### config.mk
export PLATFORM = sky130hd
export DESIGN_NAME = traffic_light_ctrl
export DESIGN_NICKNAME = d
export VERILOG_FILES = /design/src/rtl/traffic_light_ctrl.sv
export SDC_FILE = /design/constraint.sdc
export NUM_CORES = 1
export LEC_CHECK = 0
export CORE_MARGIN = 2
export CORE_UTILIZATION = 49
export DETAILED_ROUTE_END_ITERATION = 10
export HOLD_SLACK_MARGIN = 0.12
export PLACE_DENSITY = 0.74
export SLEW_MARGIN = 20
export SYNTH_ARGS = -nofsm -noshare
export SYNTH_HDL_FRONTEND = slang
export SYNTH_SLANG_ARGS = --single-unit
### constraint.sdc
create_clock -name clk -period 1.9 [get_ports clk]
set_input_delay 0.57 -clock clk [delete_from_list [all_inputs] [get_ports clk]]
set_output_delay 0.57 -clock clk [all_outputs]
set_load 0.005 [all_outputs]
### src/rtl/traffic_light_ctrl.sv
// traffic_light_ctrl: demand-driven main/side intersection controller with walk lamp and flashing-yellow override
module traffic_light_ctrl #(
    parameter int unsigned MAIN_GREEN_T = 8,
    parameter int unsigned SIDE_GREEN_T = 4,
    parameter int unsigned YELLOW_T     = 2,
    parameter int unsigned ALL_RED_T    = 1,
    parameter int unsigned FLASH_T      = 2,
    parameter int unsigned TW           = 8
) (
    input  logic       clk,
    input  logic       rst,
    input  logic       flash,
    input  logic       side_req,
    input  logic       ped_req,
    output logic [1:0] main_light,
    output logic [1:0] side_light,
    output logic       walk,
    output logic [2:0] phase
);
    typedef enum logic [2:0] {MG = 3'd0, MY = 3'd1, AR1 = 3'd2, SG = 3'd3, SY = 3'd4, AR2 = 3'd5, FL = 3'd6} state_t;
    localparam logic [TW-1:0] MG_L = TW'(MAIN_GREEN_T - 1);
    localparam logic [TW-1:0] SG_L = TW'(SIDE_GREEN_T - 1);
    localparam logic [TW-1:0] Y_L  = TW'(YELLOW_T - 1);
    localparam logic [TW-1:0] AR_L = TW'(ALL_RED_T - 1);
    localparam logic [TW-1:0] FL_L = TW'(FLASH_T - 1);
    state_t        state_q, state_d;
    logic [TW-1:0] timer_q, timer_d;
    logic          side_pend_q, side_pend_d, ped_pend_q, ped_pend_d;
    logic          walk_q, walk_d, tog_q, tog_d;
    logic          demand;
    assign demand = side_pend_q | ped_pend_q | side_req | ped_req;
    // Next state, dwell timer, request latches, walk flag and flash toggle
    always_comb begin
        state_d     = state_q;
        timer_d     = timer_q + 1'b1;
        side_pend_d = side_pend_q | side_req;
        ped_pend_d  = ped_pend_q | ped_req;
        walk_d      = walk_q;
        tog_d       = tog_q;
        case (state_q)
            MG: begin
                if (timer_q >= MG_L) timer_d = timer_q;
                if (timer_q >= MG_L && demand) state_d = MY;
            end
            MY:  if (timer_q == Y_L) state_d = AR1;
            AR1: if (timer_q == AR_L) state_d = SG;
            SG:  if (timer_q == SG_L) state_d = SY;
            SY:  if (timer_q == Y_L) state_d = AR2;
            AR2: if (timer_q == AR_L) state_d = MG;
            FL: begin
                if (!flash) state_d = AR2;
                else if (timer_q == FL_L) begin
                    tog_d   = ~tog_q;
                    timer_d = '0;
                end
            end
            default: state_d = MG;
        endcase
        if (flash) state_d = FL;
        if (state_d != state_q) timer_d = '0;
        if (state_d == FL && state_q != FL) tog_d = 1'b0;
        if (state_q == AR1 && state_d == SG) begin
            side_pend_d = side_req;
            ped_pend_d  = ped_req;
            walk_d      = ped_pend_q | ped_req;
        end
        if (state_q == SG && state_d != SG) walk_d = 1'b0;
    end
    // State and bookkeeping registers
    always_ff @(posedge clk or posedge rst) begin
        if (rst) begin
            state_q     <= MG;
            timer_q     <= '0;
            side_pend_q <= 1'b0;
            ped_pend_q  <= 1'b0;
            walk_q      <= 1'b0;
            tog_q       <= 1'b0;
        end else begin
            state_q     <= state_d;
            timer_q     <= timer_d;
            side_pend_q <= side_pend_d;
            ped_pend_q  <= ped_pend_d;
            walk_q      <= walk_d;
            tog_q       <= tog_d;
        end
    end
    // Output decode from registered state only
    always_comb begin
        main_light = 2'b00;
        side_light = 2'b00;
        walk       = 1'b0;
        phase      = state_q;
        case (state_q)
            MG: main_light = 2'b01;
            MY: main_light = 2'b10;
            SG: begin
                side_light = 2'b01;
                walk       = walk_q;
            end
            SY: side_light = 2'b10;
            FL: begin
                main_light = tog_q ? 2'b11 : 2'b10;
                side_light = tog_q ? 2'b11 : 2'b10;
            end
            default: ;
        endcase
    end
endmodule

==> impl_metrics.json, run 1 <==
{
  "outcome": "complete, but fails checks",
  "failed_checks": "negative setup slack",
  "ys_async_sr_fraction_pct": 100,
  "startpoint_type": "flip-flop",
  "drtIter0Drc": 33,
  "ys_seq_area_share_pct": 33.5,
  "ys_types": 46,
  "antenna_found_initial": 0,
  "yosysWarnings": 0,
  "hold_violations": 0,
  "synthTopCellsByCount": "nor2_1, dfrtp_1, nand2_1",
  "worst-setup-path-type": "flip-flop to flip-flop",
  "finalClockSkew_ns": 0.00636,
  "worst_slack_ns": -0.199,
  "drive_above_1_share_pct": 51.5,
  "power_density_nw_per_um2": 1140,
  "die_h_um": 51.8,
  "htreeDepth": 1,
  "crit_fanout": 4,
  "design_area_um2": 1850,
  "vdd_ir_drop_max_uv": 1010,
  "hpwl_um": 2340,
  "cts_buffers": 3,
  "grt_pass1_vias": 1274,
  "period_needed_ns": 2.10,
  "dr.pass1.iters": 4,
  "routed_wl_um": 3910,
  "synth_nets": 138,
  "grt_max_degree": 16,
  "placed_cells": 203,
  "tightest_slew_ns": 0.456,
  "synth_edf_count": 0,
  "wire_per_inst_um": 17.5,
  "finalSetupViolCount": 16,
  "p_total_w": 0.00211,
  "synthCells": 130,
  "rsz0062_at_grt": "yes",
  "gp_congestion": 0.882,
  "fillers": 110,
  "fin_cells": 224,
  "cts_buffer_depth": 2,
  "nets": 205,
  "end_kind": "flip-flop",
  "clock-sinks": 15,
  "routed_via_density": 5.92,
  "drc_errors": 0,
  "yosysMostFrequentCell": "nor2_1",
  "io_pins": 13,
  "required_ns": 2.11,
  "slew_headroom_pct": 69.4,
  "clockRootBuffer": "clkbuf_4",
  "synthFlopType": "dfrtp_1",
  "postCtsHoldBufs": 0,
  "vias": 1326,
  "timing.final.crit_share_pct": 110,
  "fmax_mhz": 476,
  "grt_use_total_pct": 29.4,
  "diodes": 0,
  "netlist.top_cell.by_area": "dfrtp_1",
  "ys_top_cells_by_area": "dfrtp_1, nor2_1, nand2_1",
  "p_leak_nw": 0.855,
  "placed_area_um2": 1550,
  "start_util_pct": 51.2,
  "ant_nets": 0,
  "synth_top_area_share_pct": 33.5,
  "die_area_um2": 2690,
  "clk_pin_slew_worst_paths_ns": 0.10,
  "cap_violations": 0,
  "syn_avg_cell_area_um2": 8.62,
  "min_path_type": "input pin to asynchronous set/reset pin",
  "clk_latency_ns": 0.31,
  "core_region_area_um2": 2190,
  "cts_tree": "yes",
  "areaGrowthSynthToFinish_pct": 64.6,
  "cp.arrival_ns": 2.31,
  "ys_ff_latch": 15,
  "syn_area_um2": 1120,
  "io_buffers": 12,
  "row_count": 17,
  "drv_slew": 0,
  "die-width_um": 51.8,
  "grt_pass1_wl_um": 5780,
  "overflow": 0
}
-- sequential cells by signal, indices dropped and copies added, names as in the netlist --
name         cells
tog_q            1
ped_pend_q       1
phase            3
walk_q           1
side_pend_q      1
timer_q          8
-- per-stage QoR --
| stage | utilization (%) | TNS, ns | hold slack [ns] | worst slack [ns] |
|---|---|---|---|---|
| after floorplan | - | -1.55 | 0.450 | -0.207 |
| after global routing | 84.2 | -3.04 | 0.572 | -0.249 |
| after global placement | 70.9 | -7.45 | 0.477 | -0.670 |
| final | 84.2 | -2.04 | 0.555 | -0.199 |
| after detailed placement | 70.9 | -8.22 | 0.485 | -0.707 |
| after CTS | 79.7 | -1.87 | 0.511 | -0.189 |
-- layer usage --
layer | routed length (um) | global-route usage [%]
met1 | 1470 | 34.6
met4 | 182 | 13.6
met5 | 0 | 0
met2 | 2070 | 52.7
met3 | 190 | 3.45
-- power by group --
group	switching, W	internal, W
Clock	0.000123	0.0000789
Sequential	0.0000809	0.000381
Combinational	0.000648	0.000799
Total	0.000852	0.00126
-- kinds of logic after synthesis --
kind of cell | synth area share [%]
AOI/OAI and AO/OA | 20.6
xor gates and xnor gates | 3.91
adders and majority gates | 3.35
buffers and inverters | 4.58
DFF | 33.5
muxes | 4.69
and+or+nand+nor | 29.4
-- worst max-delay path, cell delays in order, from the launching register on --
cell and delay (ns):
dfrtp_2 0.46, buf_6 0.14, or3_4 0.39, a31oi_4 0.20, a22o_4 0.19, a211oi_2 0.05
or3_4 0.37, a21o_1 0.18
-- layout make-up --
| class | count | area, um^2 | area share, % |
|---|---|---|---|
| Multi-Input combinational cell | 104 | 833 | 45.2 |
| Clock buffer | 3 | 22.5 | 1.22 |
| Clock inverter | 1 | 5.00 | 0.271 |
| Inverter | 5 | 18.8 | 1.02 |
| Sequential cell | 15 | 379 | 20.5 |
| Timing Repair Buffer | 68 | 552 | 29.9 |
| Tap cell | 28 | 35.0 | 1.90 |
-- layout by cell type, fill, tap and decap left out, drive strengths merged, types with 4 or more instances in the layout --
| cell | netlist | layout |
|---|---|---|
| nand2 | 11 | 11 |
| inv | 5 | 5 |
| nand3 | 5 | 5 |
| dfrtp | 15 | 15 |
| dlygate4sd2 | 0 | 5 |
| or3 | 5 | 5 |
| buf | 3 | 60 |
| nor2 | 21 | 21 |
| xor2 | 4 | 4 |
| a21oi | 5 | 5 |
| nor3 | 4 | 4 |
| o21ai | 6 | 6 |
-- what timing repair did --
action	in CTS	in global routing
buffers inserted	14	4
gates resized for setup	45	22
endpoints found under the setup margin	20	15
pin swaps	14	11
-- final timing paths --
| path | startpoint | end | slack, ns | cells past startpoint |
|---|---|---|---|---|
| min in group clk | side_req | side_pend_q$_DFF_PP0_ | 0.56 | 2 |
| worst min register to register | walk_q$_DFFE_PP0P_ | walk_q$_DFFE_PP0P_ | 0.56 | 2 |
| worst min-delay path | rst | phase[0]$_DFF_PP0_ | 0.56 | 3 |
| worst max register to register | phase[0]$_DFF_PP0_ | ped_pend_q$_DFF_PP0_ | -0.20 | 7 |
| worst max-delay path | phase[0]$_DFF_PP0_ | ped_pend_q$_DFF_PP0_ | -0.20 | 7 |
| max in group asynchronous | rst | timer_q[0]$_DFFE_PP0P_ | 1.13 | 3 |
No activity file was read; power rests on OpenSTA's default activity.
==> run 2: changes to the inputs <==
Settings changed: RECOVER_POWER from default to 25.
==> impl_metrics.json, run 2 (same netlist as run 1, synthesis figures left out) <==
{
  "outcome": "complete, but fails checks",
  "failed_checks": "negative setup slack",
  "register_area_um2": 379,
  "end_kind": "flip-flop",
  "whs_ns": 0.555,
  "start_util_pct": 51.2,
  "die_area_um2": 2690,
  "gp_congestion": 0.882,
  "largest_reg_flops": 8,
  "clockPowerShare_pct": 9.6,
  "regMostFlops": "timer_q",
  "placed_area_um2": 1550,
  "fmax_mhz": 477,
  "finalSetupViolCount": 16,
  "p_switching_w": 0.000851,
  "pre_cts_slack_ns": -0.707,
  "clk_latency_ns": 0.31,
  "hpwl_um": 2340,
  "drv_slew": 0,
  "tightest_slew_ns": 0.884,
  "finalClockSkew_ns": 0.00632,
  "io_pins": 13,
  "cap_violations": 0,
  "clockRootBuffer": "clkbuf_4",
  "grt_pass1_vias": 1274,
  "finalSetupTns_ns": -2.04,
  "worst-setup-path-type": "flip-flop to flip-flop",
  "postCtsHoldBufs": 0,
  "hold_violations": 0,
  "timing.final.crit_share_pct": 110,
  "rsz0062_at_grt": "yes",
  "nets": 205,
  "cp_common_cell": "or3_4",
  "required_ns": 2.11,
  "slew_headroom_pct": 41.1,
  "dr.pass1.iters": 4,
  "core_region_area_um2": 2190,
  "crit_chain": "buf_6 > or3_4 > a31oi_4 > a22o_4 > a211oi_2 > or3_4 > a21o_1",
  "ant_nets": 0,
  "overflow": 0,
  "die-width_um": 51.8,
  "clk_pin_slew_worst_paths_ns": 0.10,
  "period_needed_ns": 2.10,
  "fillers": 112,
  "mostFrequentLayoutCell": "buf_4",
  "startpoint_type": "flip-flop",
  "routed_wl_um": 3910,
  "swShare_pct": 40.4,
  "multiInputGateArea_um2": 833,
  "wire_per_inst_um": 17.5,
  "cts_tree": "yes",
  "final_cell_mix": "buf_4, nor2_1, dfrtp_1",
  "worst_slack_ns": -0.199,
  "drc_errors": 0,
  "vias": 1329,
  "die_h_um": 51.8,
  "p_total_w": 0.00211,
  "seq_power_share_pct": 21.9,
  "cpMaxStageDelayCell": "dfrtp_2",
  "cts_buffer_depth": 2,
  "design_area_um2": 1840,
  "drtIter0Drc": 33,
  "worst_path_largest_cell_delay_ns": 0.46,
  "areaGrowthSynthToFinish_pct": 64.3,
  "cts_buffers": 3,
  "grt_max_degree": 16,
  "cp.arrival_ns": 2.31,
  "antenna_found_initial": 0,
  "io_buffers": 12,
  "clock-sinks": 15,
  "p_leak_nw": 0.851,
  "routed_via_density": 5.93,
  "row_count": 17,
  "crit_fanout": 4,
  "power_density_nw_per_um2": 1140,
  "min_path_type": "input pin to flip-flop",
  "drive_above_1_share_pct": 51.0,
  "vdd_ir_drop_max_uv": 1010,
  "p_comb_share_pct": 68.5,
  "diodes": 0,
  "internal_power_w": 0.00126,
  "grt_pass1_wl_um": 5780,
  "htreeDepth": 1,
  "grt_use_total_pct": 29.4
}
==> run 2: cell count changes in the layout (fill, tap and decap cells not counted), sizes merged <==
cell | previous run | this run
buf | 60 | 59
clkbuf | 3 | 4
clkdlybuf4s50 | 2 | 1
dlygate4sd3 | 0 | 1
==> run 2: critical path: cells and delay by family (launching register included) <==
| kind | cells | cell delay (ns) |
|---|---|---|
| DFF | 1 | 0.46 |
| buffers and inverters | 1 | 0.14 |
| and+or+nand+nor | 2 | 0.76 |
| AOI/OAI and AO/OA | 4 | 0.62 |
==> run 2: power groups by stage <==
stage	clock network (W)	logic, W	registers (W)
CTS	0.000203	0.00124	0.000445
detailed placement	0	0.00103	0.000449
floorplan	0	0.000548	0.000427
global route	0.000215	0.00154	0.000465
global placement	0	0.000988	0.000445
finish	0.000202	0.00145	0.000461
==> run 2: final timing paths <==
kind / start / depth (start not counted) / slack, ns / end
max: phase[0]$_DFF_PP0_ / 7 / -0.20 / ped_pend_q$_DFF_PP0_
min: side_req / 2 / 0.56 / side_pend_q$_DFF_PP0_
max reg2reg: phase[0]$_DFF_PP0_ / 7 / -0.20 / ped_pend_q$_DFF_PP0_
min reg2reg: walk_q$_DFFE_PP0P_ / 2 / 0.56 / walk_q$_DFFE_PP0P_
max in group asynchronous: rst / 3 / 0.35 / timer_q[0]$_DFFE_PP0P_
min in group asynchronous: rst / 3 / 0.94 / phase[0]$_DFF_PP0_
==> run 2: area by class of cell <==
class	instances	share of cell area [%]
clock buffer	3	1.22
clock inverter	1	0.272
inverter	5	1.02
multi-input combinational	104	45.2
sequential	15	20.6
tap	28	1.90
timing repair buffer	68	29.8
==> run 2: timing repair <==
action	in CTS	in global routing
setup endpoints to repair	20	15
gates cloned	0	0
pin swaps	14	11
setup buffers	14	4
gates resized for setup	45	22
==> run 2: layer usage <==
metal	vias up	global-route usage [%]	wire, um
li1	600	-	-
met2	71	52.7	2070
met3	26	3.45	203
met4	0	13.6	182
met5	-	0	0
met1	632	34.6	1460
==> run 2: through the flow <==
stage          instances  utilization [%]
2_1_floorplan        130                -
3_3_place_gp         203             70.9
3_5_place_dp         203             70.9
4_1_cts              221             79.7
5_1_grt              224             84.1
6_report             224             84.1
